===== config.mk =====
export PLATFORM = sky130hd
export DESIGN_NAME = sync_fifo
export DESIGN_NICKNAME = d
export VERILOG_FILES = /design/src/rtl/sync_fifo.sv
export SDC_FILE = /design/constraint.sdc
export NUM_CORES = 1
export LEC_CHECK = 0
export ABC_AREA = 1
export BUFFER_PORTS_ARGS = -buffer_cell sky130_fd_sc_hd__buf_2
export CORE_MARGIN = 10
export CORE_UTILIZATION = 55
export CTS_CLUSTER_DIAMETER = 60
export DETAILED_ROUTE_END_ITERATION = 6
export PLACE_DENSITY = 0.81
export SYNTH_ARGS = -nofsm -noshare
export SYNTH_HDL_FRONTEND = slang
export SYNTH_SLANG_ARGS = --single-unit

===== constraint.sdc =====
create_clock -name clk -period 1.9 [get_ports clk]
set_input_delay 0.095 -clock clk [delete_from_list [all_inputs] [get_ports clk]]
set_output_delay 0.095 -clock clk [all_outputs]
set_load 0.03 [all_outputs]

===== src/rtl/sync_fifo.sv =====
// Single-clock FIFO with registered read data, full/empty flags and occupancy count.
// Define FIFO_ERR_FLAGS_EN to add sticky overflow/underflow outputs.
module sync_fifo #(
  parameter int width = 8,
  parameter int depth = 16
) (
  input  logic                     clk,
  input  logic                     reset,
  input  logic                     write_en,
  input  logic                     read_en,
  input  logic [width-1:0]         datain,
  output logic [width-1:0]         dataout,
  output logic                     full,
  output logic                     empty,
  output logic [$clog2(depth):0]   countout
`ifdef FIFO_ERR_FLAGS_EN
  ,
  output logic                     overflow,
  output logic                     underflow
`endif
);

  localparam int aw = $clog2(depth);
  localparam logic [aw:0] depth_count = (aw+1)'(depth);

  logic [width-1:0] mem [depth];

  logic [aw-1:0]    wptr_reg, wptr_next;
  logic [aw-1:0]    rptr_reg, rptr_next;
  logic [aw:0]      count_reg, count_next;
  logic [width-1:0] dataout_reg;

  logic do_write;
  logic do_read;

  assign full     = (count_reg == depth_count);
  assign empty    = (count_reg == '0);
  assign countout = count_reg;
  assign dataout  = dataout_reg;

  // A write while full still goes ahead when a read frees the slot on the same edge.
  assign do_read  = read_en && !empty;
  assign do_write = write_en && (!full || do_read);

  always_comb begin
    wptr_next  = wptr_reg;
    rptr_next  = rptr_reg;
    count_next = count_reg;
    if (do_write) wptr_next = wptr_reg + aw'(1);
    if (do_read)  rptr_next = rptr_reg + aw'(1);
    case ({do_write, do_read})
      2'b10:   count_next = count_reg + (aw+1)'(1);
      2'b01:   count_next = count_reg - (aw+1)'(1);
      default: count_next = count_reg;
    endcase
  end

  // Storage is left uninitialised so it maps onto block RAM.
  always_ff @(posedge clk) begin
    if (do_write) mem[wptr_reg] <= datain;
  end

  always_ff @(posedge clk) begin
    if (!reset) begin
      wptr_reg    <= '0;
      rptr_reg    <= '0;
      count_reg   <= '0;
      dataout_reg <= '0;
    end else begin
      wptr_reg  <= wptr_next;
      rptr_reg  <= rptr_next;
      count_reg <= count_next;
      if (do_read) dataout_reg <= mem[rptr_reg];
    end
  end

`ifdef FIFO_ERR_FLAGS_EN
  logic overflow_reg;
  logic underflow_reg;

  always_ff @(posedge clk) begin
    if (!reset) begin
      overflow_reg  <= 1'b0;
      underflow_reg <= 1'b0;
    end else begin
      if (write_en && full) overflow_reg  <= 1'b1;
      if (read_en && empty) underflow_reg <= 1'b1;
    end
  end

  assign overflow  = overflow_reg;
  assign underflow = underflow_reg;
`endif

endmodule


==> impl_metrics.py <==
metrics = {
    "status": {
        "run_status": "complete, but fails checks",
        "failed_checks": "setup timing",
    },
    "synth": {
        "synth_top_family_by_area": "simple AND/OR/NAND/NOR gates",
        "asyncSetResetFlopFracSynth_pct": 0,
        "muxShareOfSynthArea_pct": 0,
        "yosys_warnings": 0,
        "ys.flop_type": "edfxtp_1",
        "number_of_unique_standard_cell_types_used_by_synthesis": 28,
        "synth_enable_flop_cells": 128,
        "netlist_top_cells_area": "edfxtp_1 (59%), nand2_1 (11%), nand3_1 (7.4%)",
        "synth_largest_area_cell": "edfxtp_1",
        "area_fraction_in_compound_gates_after_synthesis_pct": 2.38,
        "synth-adder-area-share_pct": 1.83,
        "synth_xor_area_share_pct": 0.400,
        "yosys_register_bits": 149,
        "mappedNetlistArea_um2": 6570,
        "synth_area_per_cell_um2": 9.95,
        "syn-num-nets": 681,
        "synth.yosys.seq_area_share_pct": 64.9,
        "synthesis.instances": 660,
        "synth.cells.most_frequent": "nand2_1 (184), edfxtp_1 (128), nand3_1 (97)",
        "simple_gate_share_of_the_synthesized_area_pct": 22.5,
        "synth_top_area_share_pct": 58.5,
        "synth_most_common_cell": "nand2_1",
    },
    "detailed_routing": {
        "ratio_of_routed_vias_to_standard_cells": 5.46,
        "detailedRoute.firstPassIterationCount": 5,
        "number_of_vias_after_detailed_routing": 4590,
        "met2RoutedLength_um": 6990,
        "maxUsedRoutingLayer": "met4",
        "drc": 0,
        "wirelength_um": 14200,
        "drtIter0Drc": 469,
        "m1WireLength_um": 5680,
        "met3_wirelength_um": 1060,
        "drt.antenna.violating_nets": 0,
        "wire_per_inst_um": 16.9,
    },
    "run": {
        "max_cap_viol_count": 0,
    },
    "timing": {
        "fmax_ghz": 0.523,
        "slew_headroom_pct": 52.1,
        "layout_worst_path_cycle_share_pct": 101,
        "worst_hold_slack_ns": 0.0246,
        "clock_skew_ns": 0.0102,
        "setup_violations": 8,
        "worst-slew-pin-transition_ns": 0.715,
        "layout_setup_ws_ns": -0.0126,
        "timing.final.max_slew_violations": 0,
        "final_hold_viol_count": 0,
        "timing.final.crit_period_ns": 1.91,
        "rsz0062_at_grt": "yes",
    },
    "cts": {
        "cts_htree_levels": 4,
        "cts.reportedPaths.clkPinSlew_ns": 0.06,
        "cts_root_buffer": "clkbuf_16",
        "ctsLongestPathBuffers": 2,
        "cts-hold-fix-buffers": 0,
        "cts_tree": "yes",
        "cts_inserted_buffers": 17,
        "numClockSinks": 149,
        "clock_insertion_delay_worst_skew_ns": 0.42,
    },
    "grt": {
        "grt-ovfl-total": 0,
        "antenna_found_initial": 0,
        "maximum_number_of_pins_on_one_net_before_global_route_repair": 42,
        "first_pass_grt_wire_length_um": 23300,
        "grt_util_all_layers_pct": 18.0,
        "vias_in_the_first_global_route": 4663,
    },
    "setup_path": {
        "critical_path.endpoint_type": "flip-flop",
        "criticalPathCategory": "flip-flop to flip-flop",
        "critical_path.reg2reg.startpoint": "countout[3]",
        "cp_max_fo": 8,
        "crit_path_start_kind": "flip-flop",
        "arrival_time_of_data_at_the_critical_path_endpoint_ns": 1.96,
        "critical_path_required_ns": 1.94,
        "critical_path.startpoint": "countout[3]",
    },
    "floorplanning": {
        "die-area_um2": 16700,
        "rows": 39,
        "total_core_area_um2": 11600,
        "pin_count": 27,
        "floorplan.die.height_um": 129,
        "die-width_um": 129,
        "initial_core_util_pct": 56.8,
    },
    "placement": {
        "routabilityCongestion": 0.936,
        "portBuffers": 26,
        "dp.cells": 810,
        "hpwl_um": 9510,
    },
    "power_and_ir_drop": {
        "power.leakage_uw": 0.00317,
        "worst_ir_drop_vdd_v": 0.000880,
        "power_density_nw_per_um2": 1300,
    },
    "finish": {
        "insertedDiodeCount": 0,
        "drive_above_1_share_pct": 13.9,
        "largest_register_ffs": 128,
        "nNetsFinal": 707,
        "flow.area_growth_from_synthesis_pct": 13.7,
        "n_fill_cell": 861,
        "finish.cell_count_without_fillers": 841,
    },
    "hold_path": {
        "hold_class": "input port to flip-flop",
        "worst_hold_startpoint": "reset",
    },
}
[worst paths after layout]
path,end,slack [ns],cells past startpoint
max,mem[12][4],-0.01,6
min,rptr_reg[0],0.02,3
max reg2reg,mem[12][4],-0.01,6
min reg2reg,wptr_reg[3],0.52,2
[routing by layer]
metal,global-route usage [%],vias up
met4,9.97,0
met2,29.3,205
met3,3.92,42
met1,22.1,2148
li1,-,2195
met5,0,-
[timing repair]
item | CTS | global route
setup buffers | 0 | 0
resized for setup | 2 | 12
endpoints found under the setup margin | 2 | 82
[report_power, final]
part	switching, uW	internal, uW
logic	1600	678
clock network	1260	2320
registers	125	3720
[final cells by class]
type                       count  area [um2]  share of cell area [%]
tap                          143         179                    2.40
inverter                      93         349                    4.68
clock inverter                13         208                    2.78
timing repair buffer          36         205                    2.75
multi-input combinational    389        1830                    24.5
sequential                   149        4270                    57.2
clock buffer                  18         429                    5.75
[cells by family after synthesis]
| kind of cell | Yosys count |
|---|---|
| AOI/OAI and AO/OA | 27 |
| and+or+nand+nor | 350 |
| adders and majority gates | 9 |
| DFF | 149 |
| xor gates and xnor gates | 3 |
| buffers and inverters | 122 |
[stage by stage]
step                      util [%]  instance area, um2  power, uW  setup WS, ns  setup TNS [ns]
final                         64.6                7470       9710       -0.0126         -0.0844
after global routing          64.6                7470      10200       -0.0807           -1.41
after CTS                     64.2                7430       9710       0.00622               0
after detailed placement      58.6                6780       6110      -0.00685        -0.00685
after global placement        58.6                6780       6050        0.0898               0
after floorplan                  -                6570       5540       0.00490               0
[critical path, cell delays in order, from the launching register on]
cell and delay (ns):
dfxtp_1 0.43, nor2_4 0.06, nand3_2 0.11, o21ai_4 0.06
inv_2 0.12, nand2_1 0.17, nor2_1 0.59
[layout by cell type (no fill, tap or decap), types with 6 or more instances in the layout]
cell type / instances
nand2_1: 184
buf_4: 10
nor2_2: 8
o21ai_0: 15
inv_1: 85
dfxtp_1: 16
clkbuf_16: 17
ha_1: 7
nand3_1: 97
inv_2: 6
a21oi_1: 7
buf_2: 26
edfxtp_1: 128
nor2_1: 52
Note: power is estimated with default switching activity, not from simulation.
